File: src/rtl/bin2bcd_seq.sv
// Sequential binary-to-BCD converter (shift-and-add-3), one input bit per clock.
// Define BIN2BCD_SATURATE_EN to flag values >= 10**DIGITS and saturate bcd to all nines.
module bin2bcd_seq #(
    parameter int DIGITS = 4,
    parameter int BIN_W  = 14
) (
    input  logic                    clk,
    input  logic                    resetN,
    input  logic                    start,
    input  logic [BIN_W-1:0]        bin,
    output logic                    ready,
    output logic                    done,
    output logic [DIGITS-1:0][3:0]  bcd,
    output logic                    ovf
);

    // ceil(BIN_W*log10(2)) with a fixed-point log10(2); enough digits for 2**BIN_W-1
    localparam int WD_RAW = (BIN_W * 30103 + 99999) / 100000;
    localparam int WD     = (WD_RAW < 1) ? 1 : WD_RAW;
    localparam int CNT_W  = $clog2(BIN_W + 1);

    typedef enum logic [1:0] {IDLE, SHIFT, DONE} state_t;

    state_t                 state_reg;
    logic [CNT_W-1:0]       cnt_reg;
    logic [BIN_W-1:0]       bin_reg;
    logic [WD-1:0][3:0]     work_reg;
    logic [WD-1:0][3:0]     work_adj;
    logic [WD*4-1:0]        work_adj_flat;
    logic [WD*4-1:0]        work_next;
    logic                   ready_reg;
    logic                   done_reg;
    logic [DIGITS-1:0][3:0] bcd_reg;
    logic [DIGITS-1:0][3:0] bcd_next;
    logic [DIGITS-1:0][3:0] trunc;
    logic                   ovf_reg;
    logic                   ovf_next;

    genvar gi;
    generate
        for (gi = 0; gi < WD; gi++) begin : g_adj
            assign work_adj[gi] = (work_reg[gi] >= 4'd5) ? (work_reg[gi] + 4'd3) : work_reg[gi];
        end

        for (gi = 0; gi < DIGITS; gi++) begin : g_trunc
            if (gi < WD) begin : g_use
                assign trunc[gi] = work_reg[gi];
            end else begin : g_pad
                assign trunc[gi] = 4'd0;
            end
        end
    endgenerate

    assign work_adj_flat = work_adj;
    assign work_next     = {work_adj_flat[WD*4-2:0], bin_reg[BIN_W-1]};

`ifdef BIN2BCD_SATURATE_EN
    // Any nonzero digit above the output width means the value cannot be shown
    logic [WD-1:0] hi_nz;
    generate
        for (gi = 0; gi < WD; gi++) begin : g_hi
            if (gi >= DIGITS) begin : g_chk
                assign hi_nz[gi] = |work_reg[gi];
            end else begin : g_low
                assign hi_nz[gi] = 1'b0;
            end
        end
    endgenerate
    assign ovf_next = |hi_nz;
    assign bcd_next = ovf_next ? {DIGITS{4'h9}} : trunc;
`else
    assign ovf_next = 1'b0;
    assign bcd_next = trunc;
`endif

    always_ff @(posedge clk) begin
        if (!resetN) begin
            state_reg <= IDLE;
            cnt_reg   <= '0;
            bin_reg   <= '0;
            work_reg  <= '0;
            ready_reg <= 1'b1;
            done_reg  <= 1'b0;
            bcd_reg   <= '0;
            ovf_reg   <= 1'b0;
        end else begin
            case (state_reg)
                IDLE: begin
                    done_reg <= 1'b0;
                    if (start) begin
                        bin_reg   <= bin;
                        cnt_reg   <= CNT_W'(BIN_W);
                        work_reg  <= '0;
                        ready_reg <= 1'b0;
                        state_reg <= SHIFT;
                    end
                end
                SHIFT: begin
                    work_reg <= work_next;
                    bin_reg  <= bin_reg << 1;
                    cnt_reg  <= cnt_reg - CNT_W'(1);
                    if (cnt_reg == CNT_W'(1)) begin
                        state_reg <= DONE;
                    end
                end
                DONE: begin
                    // Results land at the end of DONE so done rises as ready returns
                    bcd_reg   <= bcd_next;
                    ovf_reg   <= ovf_next;
                    done_reg  <= 1'b1;
                    ready_reg <= 1'b1;
                    state_reg <= IDLE;
                end
                default: begin
                    state_reg <= IDLE;
                    ready_reg <= 1'b1;
                end
            endcase
        end
    end

    assign ready = ready_reg;
    assign done  = done_reg;
    assign bcd   = bcd_reg;
    assign ovf   = ovf_reg;

endmodule

File: config.mk
export PLATFORM = sky130hd
export DESIGN_NAME = bin2bcd_seq
export DESIGN_NICKNAME = d
export VERILOG_FILES = /design/src/rtl/bin2bcd_seq.sv
export SDC_FILE = /design/constraint.sdc
export NUM_CORES = 1
export LEC_CHECK = 0
export ABC_AREA = 0
export BUFFER_PORTS_ARGS = -buffer_cell sky130_fd_sc_hd__buf_2
export CAP_MARGIN = 20
export CORE_UTILIZATION = 45
export DETAILED_ROUTE_END_ITERATION = 7
export GPL_TIMING_DRIVEN = 0
export PLACE_DENSITY = 0.65
export SETUP_SLACK_MARGIN = 0.15
export SLEW_MARGIN = 25
export SYNTH_ARGS = -nofsm -noshare
export SYNTH_HDL_FRONTEND = slang
export SYNTH_SLANG_ARGS = --single-unit
File: constraint.sdc
create_clock -name clk -period 2.05 [get_ports clk]
set_input_delay 0.41 -clock clk [delete_from_list [all_inputs] [get_ports clk]]
set_output_delay 0.41 -clock clk [all_outputs]
set_load 0.02 [all_outputs]
==> summary.md <==
| Metric | Value |
|---|---|
| Count leader, synth | `nand2_1` |
| Via density | `5.097` |
| Final ANT Viol Nets | `0` |
| Hold buffers post-CTS | `0` |
| Final GP Congestion | `0.8033` |
| Non-Filler Instances | `411` |
| Clock Latency Late Sink | `0.31 ns` |
| Sequential share of the synthesized area | `44.06%` |
| RSZ-0062 raised after global routing | `false` |
| Clk_skew | `0.007777 ns` |
| Core ar. | `5172 µm²` |
| Power Density | `671.2 nW/µm²` |
| Fmax | `620.0 MHz` |
| Fin crit share | `78.67%` |
| Critical Path RT | `2.29 ns` |
| Initial drt markers | `72` |
| Synth Cell Area | `2454 µm²` |
| Synth Flop Type | `dfxtp_1` |
| Max Slew Vio Count | `0` |
| Commonest cells post-synth | `nand2_1, dfxtp_1, o21ai_0` |
| Yosys top cell by area | `dfxtp_1` |
| CP Data Arrival Time | `1.85 ns` |
| Total congestion overflow | `0` |
| Post-CTS sizing | `0` |
| Clock Sinks | `54` |
| Total CTS buffers | `5` |
| Worst setup SP type | `flip-flop` |
| CTS H-tree depth | `2` |
| Routed len/inst | `12.00 µm` |
| Ports | `36` |
| GRT Util Overall | `19.27%` |
| WHS Path Cells | `3` |
| Post CTS Setup Buffer Count | `0` |
| Synth cell types | `37` |
| Core Rows | `26` |
| Synth top area cells | `dfxtp_1, nand2_1, o21ai_0` |
| DR DRC count | `0` |
| Synthesized area per cell | `8.152 µm²` |
| Psw | `0.0004712 W` |
| Share of the synthesized area in the top cell type | `44.06%` |
| Reg2Reg Setup Slack | `0.44 ns` |
| Largest net degree at the start of global routing | `16` |
| Placed Cells | `404` |
| Clock network power share | `30.5%` |
| Final setup fails | `0` |
| Nets | `368` |
| Number of flops mapped to enable cells by yosys | `0` |
| Cell count of the worst reg-to-reg path | `6` |
| Input/output buffers | `33` |
| Clk slew on worst S/H paths | `0.09 ns` |
| DRT Pass-1 Iters | `4` |
| Internal power | `0.001399 W` |
| Initial antenna violation count | `0` |
| Share of layout cells above drive strength 1 | `16.42%` |
| Class of the worst hold path | `in -> reg` |
| Post-DP HPWL | `3.560 mm` |
| Sw frac | `25.20%` |
| CTS tree | `yes` |
| Clk buf depth | `2` |
| Die W | `75.84 µm` |
| Setup TNS | `0 ns` |
| Yosys warning count | `0` |
| Part of the power in registers | `59.3%` |
| Die ar. | `5752 µm²` |
| Ant. Diodes | `0` |
| Total of max-cap violations | `0` |
| Post-Syn Nets | `328` |
| Worst vdd ir | `0.3093 mV` |
| First-pass GRT wire length | `8.424 mm` |
| Routed WL | `4.932 mm` |
| Initial Util | `47.44%` |
| Area growth from synthesis to layout | `13.56%` |
| Status | `complete, no violations` |
| Min cycle time layout | `1.613 ns` |
| Power share of the combinational group | `10.2%` |
| Flops & latches, synth | `54` |
| Number of global-route vias before repair | `1880` |
| Start-to-end type of the worst setup path | `reg -> reg` |
| Clock Tree Root | `clkbuf_8` |
| PnR Total Power | `0.001870 W` |
| CP Max Fanout | `4` |
| Post-synth ARST share | `0%` |
| Crit path capture type | `flip-flop` |
| Hold Vio Cnt, Final | `0` |
| LEAKAGE | `1.069 nW` |
| Mapped Cells | `301` |
| Vias post-DR | `2095` |
| Die H | `75.84 µm` |
cell usage in the layout, fill, tap and decap left out, types with 2 or more instances in the layout:
| master | instances |
|---|---|
| nand2_1 | 59 |
| dfxtp_1 | 54 |
| o21ai_0 | 44 |
| buf_2 | 38 |
| a21boi_0 | 21 |
| a21oi_1 | 20 |
| nor2_1 | 15 |
| inv_1 | 11 |
| ha_1 | 10 |
| clkbuf_1 | 8 |
| nand3_1 | 8 |
| nand2b_1 | 5 |
| nor3_1 | 5 |
| clkbuf_8 | 5 |
| mux2_2 | 4 |
| xnor2_1 | 4 |
| buf_6 | 2 |
| nor2b_1 | 2 |
| and2_1 | 2 |
| or4b_1 | 2 |
| a32oi_1 | 2 |
| a21boi_1 | 2 |
| o22ai_1 | 2 |
per-layer routing:
layer  track usage [%]  vias up  wire length, µm  part of all wire [%]
met3             2.778        6              150                   3.0
met4             7.407        0               59                   1.2
met5                 0        -                0                     0
li1                  -     1095                -                     -
met1             24.25      964             2385                    48
met2             33.24       30             2336                    47
critical path: stages, from the launching register on:
cell,delay [ns]
dfxtp_1,0.38
inv_1,0.08
ha_1,0.17
nand2b_1,0.13
a21oi_1,0.29
mux2_2,0.37
o21ai_0,0.13
power by group through the flow:
stage / clock network, W / logic, W / registers, W
global route: 0.000628 / 0.000219 / 0.00111
finish: 0.000570 / 0.000192 / 0.00111
CTS: 0.000593 / 0.000194 / 0.00111
detailed placement: 0 / 0.000193 / 0.00113
global placement: 0 / 0.000191 / 0.00113
floorplan: 0 / 0.000137 / 0.00113
metrics by stage:
| step | instance area (µm²) | hold slack, ns | util, % | worst slack, ns |
|---|---|---|---|---|
| finish | 2786 | 0.4153 | 53.87 | 0.4372 |
| global route | 2786 | 0.4439 | 53.87 | 0.2149 |
| CTS | 2786 | 0.4144 | 53.87 | 0.4216 |
| detailed placement | 2706 | 0.4508 | 52.32 | 0.4588 |
| global placement | 2706 | 0.4482 | 52.32 | 0.4802 |
| floorplan | 2454 | 0.4466 | - | 0.5768 |
worst paths after layout:
check | start | endpoint
min | bin[12] | bin_reg[12]
min reg2reg | bcd[5] | bcd[5]
max reg2reg | bcd_next[1] | bcd_next[2]
max | bcd_next[1] | bcd_next[2]
cells by family (layout without fill, tap and decap cells):
logic type      Yosys count  count (layout)  synth area share, %
buf+inv                  29              69                5.507
compound gates           95              95                22.64
mux                       4               4                1.836
flops                    54              54                44.06
xor+xnor                  5               5                1.785
other cells               1               1               0.1528
fa+ha+maj                10              10                5.099
simple gates            103             103                18.92
layout make-up:
type	instances	area, µm²
inverters	12	45.04
clock buffers	6	72.57
plain buffers	17	90.09
clock inverters	1	7.507
repair buffers	33	165.2
multi-input cells	218	1237
flip-flops and latches	54	1081
well taps	70	87.58
fillers	498	2386
Note: power is estimated with default switching activity, not from simulation.
